==> src/rtl/output64_pkg.sv <==
// output64_pkg: shared FSM states and word geometry for output64 (OUTPUT64_CHECKSUM_EN adds CKSUM).
package output64_pkg;
    localparam int BYTES_PER_WORD = 8;
    localparam int BYTE_W         = 8;
    localparam int WORD_W         = BYTES_PER_WORD * BYTE_W;
`ifdef OUTPUT64_CHECKSUM_EN
    typedef enum logic [2:0] {IDLE, SEND, WAIT_ACK, WAIT_DONE, GAP, CKSUM} state_e;
`else
    typedef enum logic [2:0] {IDLE, SEND, WAIT_ACK, WAIT_DONE, GAP} state_e;
`endif
endpackage

==> src/rtl/output64_hold.sv <==
// output64_hold: single-entry holding buffer for words arriving mid-transmission.
module output64_hold
    import output64_pkg::*;
(
    input  logic              clk,
    input  logic              reset,
    input  logic [WORD_W-1:0] data_in,
    input  logic              push,
    input  logic              pop,
    output logic [WORD_W-1:0] data_out,
    output logic              full,
    output logic              overflow
);
    logic [WORD_W-1:0] data_q, data_d;
    logic full_q, full_d, ovf_q, ovf_d;
    // a push into a full buffer keeps the held word and only flags the loss
    always_comb begin
        data_d = (push && !full_q) ? data_in : data_q;
        full_d = (push || full_q) && !pop;
        ovf_d  = ovf_q || (push && full_q);
    end
    always_ff @(posedge clk) begin
        if (reset) begin
            data_q <= '0;
            full_q <= 1'b0;
            ovf_q  <= 1'b0;
        end else begin
            data_q <= data_d;
            full_q <= full_d;
            ovf_q  <= ovf_d;
        end
    end
    assign data_out = data_q;
    assign full     = full_q;
    assign overflow = ovf_q;
endmodule

==> src/rtl/output64.sv <==
// output64: serialises 64-bit words MSB byte first into single-byte UART transmit requests.
// Define OUTPUT64_CHECKSUM_EN to append the XOR of the eight bytes as a ninth byte.
module output64
    import output64_pkg::*;
#(
    parameter int GAP_CYCLES = 0
) (
    input  logic              clk,
    input  logic              reset,
    input  logic [WORD_W-1:0] data_in,
    input  logic              data_in_valid,
    input  logic              uart_tx_busy,
    output logic [BYTE_W-1:0] uart_tx_data,
    output logic              uart_tx_en,
    output logic              busy,
    output logic              done,
    output logic              overflow,
    output logic [3:0]        byte_idx
);
    localparam logic [3:0] LAST     = 4'(BYTES_PER_WORD);
    localparam logic [7:0] GAP_LAST = 8'(GAP_CYCLES - 1);
    state_e state_q, state_d;
    logic [WORD_W-1:0] shift_q, shift_d, hold_data;
    logic [3:0] idx_q, idx_d;
    logic [7:0] gap_q, gap_d;
    logic hold_full, hold_pop;
`ifdef OUTPUT64_CHECKSUM_EN
    logic [BYTE_W-1:0] ck_q, ck_d;
`endif
    output64_hold u_hold (
        .clk      (clk),
        .reset    (reset),
        .data_in  (data_in),
        .push     (data_in_valid && state_q != IDLE),
        .pop      (hold_pop),
        .data_out (hold_data),
        .full     (hold_full),
        .overflow (overflow)
    );
    always_comb begin
        state_d  = state_q;
        shift_d  = shift_q;
        idx_d    = idx_q;
        gap_d    = gap_q;
        hold_pop = 1'b0;
        done     = 1'b0;
`ifdef OUTPUT64_CHECKSUM_EN
        ck_d     = ck_q;
`endif
        case (state_q)
            IDLE: if (data_in_valid || hold_full) begin
                shift_d  = data_in_valid ? data_in : hold_data;
                hold_pop = !data_in_valid;
`ifdef OUTPUT64_CHECKSUM_EN
                ck_d     = '0;
`endif
                state_d  = SEND;
            end
            SEND: begin
                shift_d = shift_q << BYTE_W;
                idx_d   = idx_q + 4'd1;
`ifdef OUTPUT64_CHECKSUM_EN
                ck_d    = ck_q ^ shift_q[WORD_W-1 -: BYTE_W];
`endif
                state_d = WAIT_ACK;
            end
            WAIT_ACK: if (uart_tx_busy) state_d = WAIT_DONE;
            WAIT_DONE: if (!uart_tx_busy) begin
                if (idx_q < LAST) begin
                    gap_d   = '0;
                    state_d = (GAP_CYCLES == 0) ? SEND : GAP;
                end
`ifdef OUTPUT64_CHECKSUM_EN
                else if (idx_q == LAST) state_d = CKSUM;
`endif
                else begin
                    done    = 1'b1;
                    idx_d   = '0;
                    state_d = IDLE;
                end
            end
            GAP: begin
                gap_d   = gap_q + 8'd1;
                state_d = (gap_q == GAP_LAST) ? SEND : GAP;
            end
`ifdef OUTPUT64_CHECKSUM_EN
            CKSUM: begin
                shift_d = {ck_q, {(WORD_W-BYTE_W){1'b0}}};
                state_d = SEND;
            end
`endif
            default: state_d = IDLE;
        endcase
    end
    always_ff @(posedge clk) begin
        if (reset) begin
            state_q <= IDLE;
            shift_q <= '0;
            idx_q   <= '0;
            gap_q   <= '0;
`ifdef OUTPUT64_CHECKSUM_EN
            ck_q    <= '0;
`endif
        end else begin
            state_q <= state_d;
            shift_q <= shift_d;
            idx_q   <= idx_d;
            gap_q   <= gap_d;
`ifdef OUTPUT64_CHECKSUM_EN
            ck_q    <= ck_d;
`endif
        end
    end
    assign uart_tx_en   = state_q == SEND;
    assign uart_tx_data = uart_tx_en ? shift_q[WORD_W-1 -: BYTE_W] : '0;
    assign busy         = state_q != IDLE || hold_full;
    assign byte_idx     = idx_q;
endmodule

==> config.mk <==
export PLATFORM = sky130hd
export DESIGN_NAME = output64
export DESIGN_NICKNAME = d
export VERILOG_FILES = /design/src/rtl/output64_pkg.sv /design/src/rtl/output64_hold.sv /design/src/rtl/output64.sv
export SDC_FILE = /design/constraint.sdc
export NUM_CORES = 1
export LEC_CHECK = 0
export BUFFER_PORTS_ARGS = -buffer_cell sky130_fd_sc_hd__buf_2
export CORE_MARGIN = 2
export CORE_UTILIZATION = 45
export CTS_BUF_LIST = sky130_fd_sc_hd__clkbuf_4 sky130_fd_sc_hd__clkbuf_8
export CTS_CLUSTER_DIAMETER = 30
export DETAILED_ROUTE_END_ITERATION = 10
export PLACE_DENSITY = 0.67
export SLEW_MARGIN = 20
export SYNTH_ARGS = -nofsm -noshare
export SYNTH_HDL_FRONTEND = slang
export SYNTH_SLANG_ARGS = --single-unit
==> constraint.sdc <==
create_clock -name clk -period 1.75 [get_ports clk]
set_input_delay 0.0875 -clock clk [delete_from_list [all_inputs] [get_ports clk]]
set_output_delay 0.0875 -clock clk [all_outputs]
set_load 0.005 [all_outputs]
* Yosys cells after proc, flatten, opt, wreduce, memory -nomap -nowiden
Cells that the tools add are included.
Cells by class: add/sub/neg operators 2, multiply operators 0, divide/modulo/power cells 0, magnitude comparators 1, equal/unequal tests 10, shift-type cells 0, multiplexer cells 21, bitwise operators 0, reductions and logical operators 20
Operator list (number):
- $mux 64 | 2
- $pmux 64 s2 | 1
- $mux 8 | 3
- $pmux 8 s2 | 1
- $pmux 3 s5 | 1
- $mux 3 | 4
- $ne 2x2->1 const B | 5
- $reduce_and 3->1 | 3
- $add 8x1->8 const B | 1
- $eq 8x8->1 const B | 1
- $mux 4 | 2
- $pmux 4 s2 | 1
- $eq 3x2->1 const B | 2
- $mux 1 | 6
- $reduce_bool 2->1 | 3
- $add 4x1->4 const B | 1
- $logic_and 1x1->1 | 4
- $logic_or 1x1->1 | 4
- $lt 4x4->1 const B | 1
- $eq 3x1->1 const B | 1
- $eq 3x3->1 const B | 1
- $logic_not 1->1 | 3
- $logic_not 3->1 | 1
- $reduce_bool 3->1 | 1
- $reduce_and 2->1 | 1
Storage, ports and cells: register bits 145, latch bits 0, memory bits (writable) 0, memory bits (read-only) 0, input port bits 68, output and inout port bits 16, word-level logic and storage cells 61, memories 0

* Depth between registers and ports, before layout
depth in word-level cells 5, mapped depth 8, gate-level depth less buffers 5

* Hierarchy
From an unflattened synthesis, not the netlist that was laid out.
Unflattened totals: cells, all modules 737, area total of the unflattened synthesis 7201.9 um^2
Modules (own cells, without submodules):
- output64 | times used 1, cells an instance 439, area an instance 4201.5 um^2, sequential area each 1581.5 um^2
- output64_hold | times used 1, cells an instance 298, area an instance 3000.4 um^2, sequential area each 1321.3 um^2

* Least setup slack after synthesis
No wires, ideal clock.
kind register -> register, start reg state_q[0], end reg shift_q[11], library setup time 0.119 ns, data arrival time 1.542 ns, required time 1.631 ns, path slack 0.089 ns, cell stages (with the launch flop) 8, buffers on the path 3, clock period less this slack 1.661 ns, cell sequence dfxtp_1 > buf_6 > or3_1 > buf_6 > nor2_8 > buf_8 > mux2i_1 > o21ai_1
On the way: word-level cells in the longest chain between the ends 3, elaborated cells between the ends (all ways) 6, classes of those cells 2 x eq/ne; 1 x mux; 3 x reduce/logical
RTL lines:
- start, declared | RTL line output64.sv:22 | state_e state_q, state_d;
- start signal, assigned | RTL line output64.sv:105 | state_q <= state_d;
- $eq 3x1->1 or $logic_not 3->1 (tied branches) | RTL line output64.sv:50 | case (state_q)
- $reduce_bool 2->1 (no source line) or $ne 2x2->1 (tied branches)
- $reduce_and 2->1 (no source line)
- end signal, assigned | RTL line output64.sv:106 | shift_q <= shift_d;
- end, declared | RTL line output64.sv:23 | logic [WORD_W-1:0] shift_q, shift_d, hold_data;
Several ways; a longest one is shown, not always the timed one. A chain may end at the register's enable or synchronous reset.

* Final worst setup path
start reg state_q[2], end out uart_tx_data[2]
On the way: word-level cells in the longest chain between the ends 2
RTL lines:
- $eq 3x1->1 | RTL line output64.sv:114 | assign uart_tx_en = state_q == SEND;
- $mux 8 | RTL line output64.sv:115 | assign uart_tx_data = uart_tx_en ? shift_q[WORD_W-1 -: BYTE_W] : '0;
- end, declared | RTL line output64.sv:13 | output logic [BYTE_W-1:0] uart_tx_data,
Every way passes these cells.

==> metrics.csv <==
stage;metric;value;unit
cts;root_buffer;clkbuf_8;
synthesis;synth-main-ff-cell;dfxtp_1;
detailed_routing;final_antenna_net_count;0;
floorplan;io_pins;84;
finish;nets;945;
synthesis;synthDominantCellAreaShare;44.96;%
synthesis;syn_nets;800;
synthesis;synth_area_per_cell;8.844;sq um
finish;syn_to_final_growth;28.18;%
floorplan;dieArea;0.01532;sq mm
global_routing;grt_pass1_vias;5503;
floorplan;coreArea;0.01393;sq mm
detailed_routing;drtIter0Drc;282;
finish;drive_gt1_share;24.55;%
synthesis;ys_seq_elements;145;
power_and_ir_drop;leakage;3.255;nW
timing;relSlewSlack;72.09;%
detailed_routing;dr_total_vias;5590;
synthesis;async_flop_share;0;%
synthesis;synth.area.top_cells;dfxtp_1 45%, nand2_1 11%, mux2i_1 10%;
timing;setup_violations;0;
timing;final.setup_skew;0.009134;ns
worst_setup_path;cpMaxStageDelayCell;dfxtp_2;
detailed_routing;wire_per_inst;14.88;microns
cts;clkLatencyLatePin;0.44;ns
worst_setup_path;crit_arrival;1.61;ns
synthesis;synth_area;0.006456;sq mm
synthesis;yosys.area.top_type;dfxtp_1;
timing;hold_viol;0;
placement;hpwl;10220;microns
synthesis;synth-xor-area-share;0.5426;%
floorplan;initial_core_util;46.33;%
hold_path;hold_path.class;in -> reg;
cts;clk_pin_slew;0.08;ns
cts;clock_path_buffers;2;
cts;clock_sinks;145;
worst_setup_path;slowest_delay;0.35;ns
detailed_routing;drc_errors;0;
worst_setup_path;setup.worst_path.class;reg -> out;
global_routing;antenna_found_initial;0;
power_and_ir_drop;finalPower;9.181;mW
cts;cts_tree;built;
synthesis;synth_edf_count;0;
synthesis;synth-compound-area-share;12.48;%
worst_setup_path;path_buf_inv;3;
global_routing;grt.overflow.total;0;
floorplan;die_width;123.8;microns
timing;timing.final.crit_share;97.02;%
worst_setup_path;critPathLaunchType;flip-flop;
global_routing;grt_pass1_wl;25270;microns
floorplan;num_rows;43;
placement;port_buffers;83;
timing;post-route-min-period;1.698;ns
cts;cts_max_level;4;
timing;slew_violations;0;
timing;clock.fmax;589.0;MHz
worst_setup_path;required;1.66;ns
flow_run;cap_violations;0;
synthesis;synth_mux_area_share;20.00;%
detailed_routing;drt_wl_total;15890;microns
worst_setup_path;end_kind;output port;
worst_setup_path;path_cells;buf_6 > nand2b_4 > nor2_4 > buf_6 > and2_1 > buf_2;
synthesis;yosysWarnings;0;
timing;rsz0062_at_grt;yes;
placement;routabilityCongestion;0.7553;
detailed_routing;first_pass_iters;4;
global_routing;grt_max_degree;39;
timing;fin_tns_setup;0;ns
cts;numCtsBuffers;17;
synthesis;synthCells;730;
power_and_ir_drop;ir_drop;0.7268;mV
floorplan;die_y;123.8;microns
power_and_ir_drop;power_density;1109;mW/mm^2
finish;antenna_cells;0;
worst_setup_path;cp_common_cell;buf_6;
synthesis;synth-simple-area-share;16.38;%
detailed_routing;vias_per_cell;5.234;
outcome;status;finished, final reports clean;
synthesis;synth_adder_area_share;0.3876;%
worst_setup_path;crit_fanout;5;
global_routing;grt_use_total;21.05;%
synthesis;synth_top_family_by_area;multiplexers;
worst_setup_path;critPathTopFamily;simple AND/OR/NAND/NOR gates;
synthesis;ys_seq_area_share;44.96;%
synthesis;ys_types;38;
timing;tightest_slew;0.4171;ns
[cell families (layout without fill, tap and decap cells)]
family                   Yosys count  count (layout)
multiplexers                     122             122
AO/OA/AOI/OAI                    152             152
XOR/XNOR                           4               4
flip-flops                       145             145
buffers and inverters             57             215
adder cells (fa/ha/maj)            2               2
AND/OR/NAND/NOR                  248             248
[worst register-to-register path: cells and delay by family, from the launching register on]
kind            cells  cell delay, ns
flops               1            0.33
mux                 1            0.25
compound gates      1            0.08
buf+inv             2            0.36
simple gates        2            0.54
[registers in the layout, indices dropped and copies added, names as in the netlist]
| register | count |
|---|---|
| state_q | 3 |
| gap_q | 8 |
| u_hold.overflow | 1 |
| u_hold.data_out | 64 |
| u_hold.full | 1 |
| byte_idx | 4 |
| shift_q | 64 |
[area by class of cell]
type / count / area [sq um]
clock buffers: 22 / 284.0
clock inverters: 10 / 181.4
fillers: 1186 / 5659
inverters: 3 / 11.26
multi-input cells: 528 / 3253
flip-flops and latches: 145 / 2905
well taps: 180 / 225.2
repair buffers: 180 / 1415
[per-layer routing]
metal  up-vias  track usage [%]  part of all wire [%]
li1       2780                -                     -
met1      2687            25.54                    45
met2       110            36.71                    51
met3        13            4.625                   3.6
met4         0            7.315                  0.87
met5         -                0                     0
[Yosys cell counts, types with 3 or more instances]
cell and n:
nand3_1 5, clkbuf_1 17, dfxtp_1 145, o21ai_0 5
mux2i_1 66, buf_8 6, xnor2_1 4, inv_1 3
nor2_1 22, buf_2 28, o31ai_1 3, mux2_2 56
o21ai_1 54, or3_1 4, a211oi_1 10, a21oi_1 74
and2_1 9, nand2b_1 3, buf_6 3, nand2_1 189
[placed cells by master, fill, tap and decap left out, types with 7 or more instances in the layout]
cell type        n
a211oi_1        10
a21oi_1         73
and2_1           8
buf_12           7
buf_2           83
buf_4           19
clkbuf_8        19
dfxtp_1        143
dlygate4sd3_1   66
mux2_2          56
mux2i_1         66
nand2_1        189
nor2_1          21
o21ai_1         54
[path summary, 6_finish.rpt]
kind                                         to  slack (ns)          start  depth (start not counted)
worst max register to register      shift_q[16]        0.06     state_q[1]                          6
worst min-delay path                u_hold.full        0.17  data_in_valid                          4
worst max-delay path            uart_tx_data[2]        0.05     state_q[2]                          6
worst min register to register      shift_q[38]        0.45    shift_q[30]                          2
[report_power, final]
group | internal (mW) | switching (mW) | total (mW)
clock network | 1.82 | 1.25 | 3.07
logic | 1.04 | 1.17 | 2.21
registers | 3.69 | 0.212 | 3.90
[per-stage QoR]
step	hold WS [ns]	worst slack [ns]	std cells	util, %	cell area [sq um]
detailed placement	0.3458	-0.01417	962	50.40	7023
global placement	0.3356	0.09385	962	50.40	7023
CTS	0.1330	0.01234	1065	59.05	8228
floorplan	0.2235	0.08884	730	-	6456
global route	0.1661	-0.01062	1068	59.39	8275
finish	0.1652	0.05218	1068	59.39	8275
[what timing repair did]
action / 4_1_cts / 5_1_grt
gates cloned: 1 / 0
buffers inserted: 4 / 3
hold buffers: 66 / 0
endpoints found under the hold margin: 69 / 0
endpoints found under the setup margin: 11 / 13
gates resized for setup: 9 / 8
pin swaps: 2 / 2
(Power assumes the default switching activity.)
